--- config.mk ---
export PLATFORM = sky130hd
export DESIGN_NAME = life_engine
export DESIGN_NICKNAME = d
export VERILOG_FILES = /design/src/rtl/life_engine.sv
export SDC_FILE = /design/constraint.sdc
export NUM_CORES = 2
export LEC_CHECK = 0
export CAP_MARGIN = 0
export CORE_UTILIZATION = 44
export CTS_BUF_LIST = sky130_fd_sc_hd__clkbuf_4
export DETAILED_ROUTE_END_ITERATION = 8
export PLACE_DENSITY = 0.57
export SYNTH_ARGS = -nofsm -noshare
export SYNTH_HDL_FRONTEND = slang
export SYNTH_SLANG_ARGS = --single-unit
--- constraint.sdc ---
create_clock -name clk -period 13.8 [get_ports clk]
set_clock_uncertainty 0.2 [all_clocks]
set_input_delay 2.07 -clock clk [delete_from_list [all_inputs] [get_ports clk]]
set_output_delay 2.07 -clock clk [all_outputs]
set_load 0.02 [all_outputs]
--- src/rtl/life_engine.sv ---
// Game of Life core: ROWS x COLS array, one generation per accepted start, one row per clock.
// Start accepted at edge N -> gen_done in cycle N+ROWS; inputs arriving during CALC are dropped.
module life_engine #(
  parameter int COLS  = 32,
  parameter int ROWS  = 24,
  parameter int WRAP  = 0,
  parameter int GEN_W = 16,
  parameter int RW    = $clog2(ROWS),
  parameter int PW    = $clog2(ROWS*COLS+1)
) (
  input  logic             clk,
  input  logic             reset_n,
  input  logic             run_en,
  input  logic             step_tick,
  input  logic             single_step,
  input  logic             clear,
  input  logic             seed_we,
  input  logic [RW-1:0]    seed_row,
  input  logic [COLS-1:0]  seed_data,
  input  logic [RW-1:0]    rd_row,
  output logic [COLS-1:0]  rd_data,
  output logic             busy,
  output logic             gen_done,
  output logic [GEN_W-1:0] gen_count,
  output logic [PW-1:0]    pop_count,
  output logic             extinct,
  output logic             stable
);

  typedef enum logic {IDLE, CALC} state_t;

  localparam logic [RW:0]   ROWS_L   = (RW+1)'(ROWS);
  localparam logic [RW-1:0] LAST_ROW = RW'(ROWS-1);
  localparam logic          WRAP_B   = (WRAP != 0);

  state_t            r_state, w_state_nxt;
  logic [COLS-1:0]   r_mem [ROWS];
  logic [COLS-1:0]   r_prev, r_first, r_rd;
  logic [RW-1:0]     r_row;
  logic [PW-1:0]     r_acc, r_pop;
  logic [GEN_W-1:0]  r_gen;
  logic              r_chg, r_pop_pend, r_gen_done, r_ext, r_stb;

  logic              w_start, w_seed_ok, w_last, w_first_row, w_chg_tot;
  logic [COLS-1:0]   w_cur, w_above, w_below, w_new;
  logic [COLS-1:0]   w_al, w_ar, w_cl, w_cr, w_bl, w_br;
  logic [PW-1:0]     w_row_pop, w_total, w_full_pop;

  assign w_start     = (step_tick & run_en & ~r_ext & ~r_stb) | single_step;
  assign w_seed_ok   = seed_we && ({1'b0, seed_row} < ROWS_L);
  assign w_last      = (r_row == LAST_ROW);
  assign w_first_row = (r_row == '0);

  // Row above comes from the prev buffer because row r-1 has already been overwritten.
  assign w_cur   = r_mem[r_row];
  assign w_above = w_first_row ? (WRAP_B ? r_mem[ROWS-1] : '0) : r_prev;
  assign w_below = w_last ? (WRAP_B ? r_first : '0) : r_mem[r_row + 1'b1];

  // x_l[j] = x[j-1], x_r[j] = x[j+1]
  assign w_al = {w_above[COLS-2:0], WRAP_B & w_above[COLS-1]};
  assign w_ar = {WRAP_B & w_above[0], w_above[COLS-1:1]};
  assign w_cl = {w_cur[COLS-2:0],   WRAP_B & w_cur[COLS-1]};
  assign w_cr = {WRAP_B & w_cur[0],   w_cur[COLS-1:1]};
  assign w_bl = {w_below[COLS-2:0], WRAP_B & w_below[COLS-1]};
  assign w_br = {WRAP_B & w_below[0], w_below[COLS-1:1]};

  for (genvar j = 0; j < COLS; j++) begin : g_cell
    logic [3:0] w_cnt;
    assign w_cnt = 4'(w_al[j]) + 4'(w_above[j]) + 4'(w_ar[j]) + 4'(w_cl[j]) +
                   4'(w_cr[j]) + 4'(w_bl[j]) + 4'(w_below[j]) + 4'(w_br[j]);
    assign w_new[j] = (w_cnt == 4'd3) || ((w_cnt == 4'd2) && w_cur[j]);
  end

  assign w_row_pop = PW'($countones(w_new));
  assign w_total   = (w_first_row ? '0 : r_acc) + w_row_pop;
  assign w_chg_tot = (~w_first_row & r_chg) | (w_new != w_cur);

  always_comb begin
    w_full_pop = '0;
    for (int i = 0; i < ROWS; i++) w_full_pop = w_full_pop + PW'($countones(r_mem[i]));
  end

  always_ff @(posedge clk or negedge reset_n) begin
    if (!reset_n) r_state <= IDLE;
    else          r_state <= w_state_nxt;
  end

  always_comb begin
    w_state_nxt = r_state;
    case (r_state)
      IDLE: if (!clear && !seed_we && w_start) w_state_nxt = CALC;
      CALC: if (w_last) w_state_nxt = IDLE;
    endcase
  end

  always_ff @(posedge clk or negedge reset_n) begin
    if (!reset_n) begin
      for (int i = 0; i < ROWS; i++) r_mem[i] <= '0;
      r_prev     <= '0;
      r_first    <= '0;
      r_row      <= '0;
      r_acc      <= '0;
      r_chg      <= 1'b0;
      r_pop      <= '0;
      r_pop_pend <= 1'b0;
      r_gen      <= '0;
      r_gen_done <= 1'b0;
      r_ext      <= 1'b0;
      r_stb      <= 1'b0;
    end else begin
      r_gen_done <= 1'b0;
      if (r_state == IDLE) begin
        r_row <= '0;
        if (clear) begin
          for (int i = 0; i < ROWS; i++) r_mem[i] <= '0;
          r_gen      <= '0;
          r_pop      <= '0;
          r_ext      <= 1'b0;
          r_stb      <= 1'b0;
          r_pop_pend <= 1'b0;
        end else begin
          // Popcount of seeded array is taken one cycle after the write lands.
          if (r_pop_pend) r_pop <= w_full_pop;
          r_pop_pend <= 1'b0;
          if (w_seed_ok) begin
            r_mem[seed_row] <= seed_data;
            r_ext           <= 1'b0;
            r_stb           <= 1'b0;
            r_pop_pend      <= 1'b1;
          end
        end
      end else begin
        r_mem[r_row] <= w_new;
        r_prev       <= w_cur;
        if (w_first_row) r_first <= w_cur;
        r_acc <= w_total;
        r_chg <= w_chg_tot;
        r_row <= r_row + 1'b1;
        if (w_last) begin
          r_gen_done <= 1'b1;
          r_gen      <= r_gen + 1'b1;
          r_pop      <= w_total;
          r_ext      <= (w_total == '0);
          r_stb      <= ~w_chg_tot;
        end
      end
    end
  end

  always_ff @(posedge clk or negedge reset_n) begin
    if (!reset_n)                       r_rd <= '0;
    else if ({1'b0, rd_row} < ROWS_L)   r_rd <= r_mem[rd_row];
    else                                r_rd <= '0;
  end

  assign rd_data   = r_rd;
  assign busy      = (r_state == CALC);
  assign gen_done  = r_gen_done;
  assign gen_count = r_gen;
  assign pop_count = r_pop;
  assign extinct   = r_ext;
  assign stable    = r_stb;

endmodule

==> results.toml <==
[outcome]
status = "finished with violations"
failed_checks = "capacitance limit, slew limit"

[place]
placement.io_buffers = 110
post-place-ws_ps = 1430
detailedPlacementHpwl_mm = 392
gp_routability_congestion = 1.18
placedCellCount = 10300

[routing]
detail_route.iter0.violations = 13700
remaining_drc_errors = 0
routed-via-count = 78600
met3_wirelength_mm = 87.6
post_drt_via_cell_ratio = 7.22
ant_nets = 0
detail_route.wl_per_cell_um = 48.3
routed_wirelength_mm = 526
route.layer.met1.wl_mm = 180
met2_length_mm = 204
detailedRoute.firstPassIterationCount = 6
maxUsedRoutingLayer = "met5"

[worst_setup_path]
critPathRequiredTime_ps = 14880
crit_path_end_kind = "flop"
crit_path_max_fanout = 5
reg2reg_depth = 32
crit_path_top_delay_cell = "sky130_fd_sc_hd__xor2_1"
r2r_start = "r_mem[617]$_DFFE_PN0P_"
regToRegEndpoint = "pop_count[8]$_DFFE_PN0P_"
regToRegSetupSlack_ps = 770
critPathLaunchType = "flop"
worst-endpoint-arrival_ps = 14110
worst_path_largest_cell_delay_ps = 1260
timing.critical_path.mode_cell = "sky130_fd_sc_hd__fa_1"
worst_path_class_setup = "reg2reg"

[clock_network]
hold_buffers = 0
path_clk_slew_ps = 60
cts-resized-gates = 0
cts_tree = "yes"
cts.sink_count = 879
clock_tree.root_cell = "sky130_fd_sc_hd__clkbuf_4"
clock_latency_ps = 1480
htree_levels = 5
cts-root-to-sink-buffers = 4
cts_setup_buffers = 0
tritoncts.num_buffers = 303

[yosys]
dominant_combinational_cell_family_by_area_after_synthesis = "adder cells"
syn_avg_cell_area_sq_um = 10.4
post_synth_xor_area_fraction_pct = 0.219
yosys.area.top_type = "sky130_fd_sc_hd__dfrtp_1"
area_share_of_and_or_nand_nor_cells_after_synthesis_pct = 6.22
synth_seq_cells = 879
synth_ff_type = "sky130_fd_sc_hd__dfrtp_1"
asyncSetResetFlopFracSynth_pct = 100
adder_and_majority_gate_portion_of_the_synthesized_area_pct = 24.5
synth_compound_area_share_pct = 15.6
synth.yosys.warnings = 0
ys_top_cells_by_area = "sky130_fd_sc_hd__dfrtp_1 26%, sky130_fd_sc_hd__fa_1 21%, sky130_fd_sc_hd__mux4_2 14%"
synth_fp_nets = 9277
synth_edf_count = 0
post_synth_inst_count = 8122
yosysUniqueCellTypes = 79
yosysSeqAreaShare_pct = 26.2
post_synth_instance_area_sq_um = 84100
multiplexer_share_of_the_synthesized_area_pct = 17.6
netlist.area_leader.share_pct = 26.2

[floorplanning]
die_area_sq_um = 193000
fp.dieH_um = 439
std_cell_rows = 160
top_level_ports = 111
initial_utilization_pct = 44.3
die_x_um = 439
design.core.area_sq_um = 190000

[min_path]
hold_path_depth = 1
min_path_type = "reg2reg"
holdPathEnd = "r_chg$_DFFE_PN0P_"
worstHoldStart = "r_chg$_DFFE_PN0P_"

[timing]
setup_viol = 0
tightest_slew_ps = 1650
fin_crit_sh_pct = 94.4
maxSlewHeadroom_pct = -10.4
clock.fmax_mhz = 76.7
grt_setup_unrepaired = "false"
slew_violations = 2
shortest_period_the_worst_path_allows_ps = 13030
setup_total_negative_slack_ps = 0
timing.final.hold_violations = 0
finalWorstSetupSlack_ps = 766

[grt]
grt_antenna_before_repair = 58
grt_pass1_wl_mm = 690
first_global_vias = 74200
grt_use_total_pct = 54.3
grt_start_max_net_pins = 143
grt_overflow = 0

[finish]
final_cell_mix = "1,414 x sky130_fd_sc_hd__inv_1, 900 x sky130_fd_sc_hd__fa_1, 876 x sky130_fd_sc_hd__dfrtp_1, 655 x sky130_fd_sc_hd__nand2_1, 526 x sky130_fd_sc_hd__mux4_2"
post_route_cells_drive_above_1_share_pct = 16.4
finish.cell_count_without_fillers = 10900
finalCoreUtilization_pct = 48.3
nNetsFinal = 9280
final_common_cell = "sky130_fd_sc_hd__inv_1"
fill_cells = 18000
area.growth.synth_to_final_pct = 9.14

[run]
drv.max_cap_violation_count = 1
==> area by class of cell <==
cell class              count  area [sq um]  area share (%)
multi-input cells        5165         54500            59.4
flip-flops and latches    879         22000            24.0
inverters                1415          5310            5.79
well taps                2511          3140            3.42
repair buffers            361          3140            3.42
clock buffers             412          3090            3.37
clock inverters            86           440           0.480
diodes                     54           135           0.147
==> logic make-up after synthesis <==
logic type | count (synthesis)
simple gates | 1207
compound gates | 2011
xor+xnor | 21
flops | 879
buf+inv | 2078
mux | 820
fa+ha+maj | 1106
==> routing by layer <==
| metal | global-route usage [%] | up-vias |
|---|---|---|
| met5 | 3.85 | - |
| met4 | 43.5 | 24 |
| met3 | 29.2 | 1948 |
| met2 | 71.0 | 7692 |
| met1 | 65.2 | 40500 |
| li1 | - | 28400 |
==> critical path, delay by kind of cell (launching register included) <==
family,cells,cell delay (ps)
flip-flops,1,460
adder cells (fa/ha/maj),15,8150
buffers and inverters,8,1300
XOR/XNOR,1,1260
AO/OA/AOI/OAI,7,1260
AND/OR/NAND/NOR,1,290
==> worst max-delay path by stage <==
stage,cells past startpoint,start,to
2_1_floorplan,43,r_row[0]$_DFF_PN0_,r_acc[8]$_DFFE_PN0P_
5_1_grt,38,r_row[0]$_DFF_PN0_,r_acc[8]$_DFFE_PN0P_
6_report,32,r_mem[617]$_DFFE_PN0P_,pop_count[8]$_DFFE_PN0P_
3_3_place_gp,36,r_row[3]$_DFF_PN0_,r_acc[8]$_DFFE_PN0P_
3_5_place_dp,36,r_row[3]$_DFF_PN0_,r_acc[8]$_DFFE_PN0P_
4_1_cts,36,r_row[3]$_DFF_PN0_,r_acc[8]$_DFFE_PN0P_
==> sequential cells by signal, indices dropped and copies added (netlist names) <==
name	cells
r_pop_pend	1
r_mem	768
pop_count	10
r_prev	32
r_chg	1
r_acc	10
stable	1
r_row	5
rd_data	32
extinct	1
gen_done	1
gen_count	16
busy	1
==> synth_stat cells, types with 7 or more instances <==
library cell               number
sky130_fd_sc_hd__nand3_2        7
sky130_fd_sc_hd__and3_1        33
sky130_fd_sc_hd__nand2b_1       9
sky130_fd_sc_hd__o211ai_1      13
sky130_fd_sc_hd__a31oi_1       18
sky130_fd_sc_hd__o21a_1       295
sky130_fd_sc_hd__clkbuf_1     447
sky130_fd_sc_hd__ha_1         206
sky130_fd_sc_hd__inv_1       1414
sky130_fd_sc_hd__o221ai_1     262
sky130_fd_sc_hd__fa_1         900
sky130_fd_sc_hd__a211oi_1       8
sky130_fd_sc_hd__mux4_2       526
sky130_fd_sc_hd__o21ai_0      439
sky130_fd_sc_hd__nand3_1       87
sky130_fd_sc_hd__o21ai_2        8
sky130_fd_sc_hd__nand2_1      677
sky130_fd_sc_hd__xnor2_1       13
sky130_fd_sc_hd__a22oi_1      122
sky130_fd_sc_hd__nor3_1         9
sky130_fd_sc_hd__nand4_1       12
sky130_fd_sc_hd__mux2_2        29
sky130_fd_sc_hd__buf_6         13
sky130_fd_sc_hd__o22a_1        29
sky130_fd_sc_hd__nor2_1       264
sky130_fd_sc_hd__dfrtp_1      879
sky130_fd_sc_hd__o22ai_1      487
sky130_fd_sc_hd__nor4_1        14
sky130_fd_sc_hd__and2_1        44
sky130_fd_sc_hd__buf_1         53
sky130_fd_sc_hd__buf_4         31
sky130_fd_sc_hd__o21ai_1       44
sky130_fd_sc_hd__xor2_1         8
sky130_fd_sc_hd__mux2i_1      265
sky130_fd_sc_hd__buf_2        119
sky130_fd_sc_hd__a21oi_1      243
sky130_fd_sc_hd__nor2b_1       11
==> per-stage QoR <==
stage	cell area (sq um)	hold WS (ps)
global route	91700	308
detailed placement	88100	268
global placement	88100	266
floorplan	84100	251
finish	91800	284
CTS	91600	289
Power is left out: the tool's default activity adds up to more than one toggle a clock period on the data nets, which glitch-free logic cannot reach.
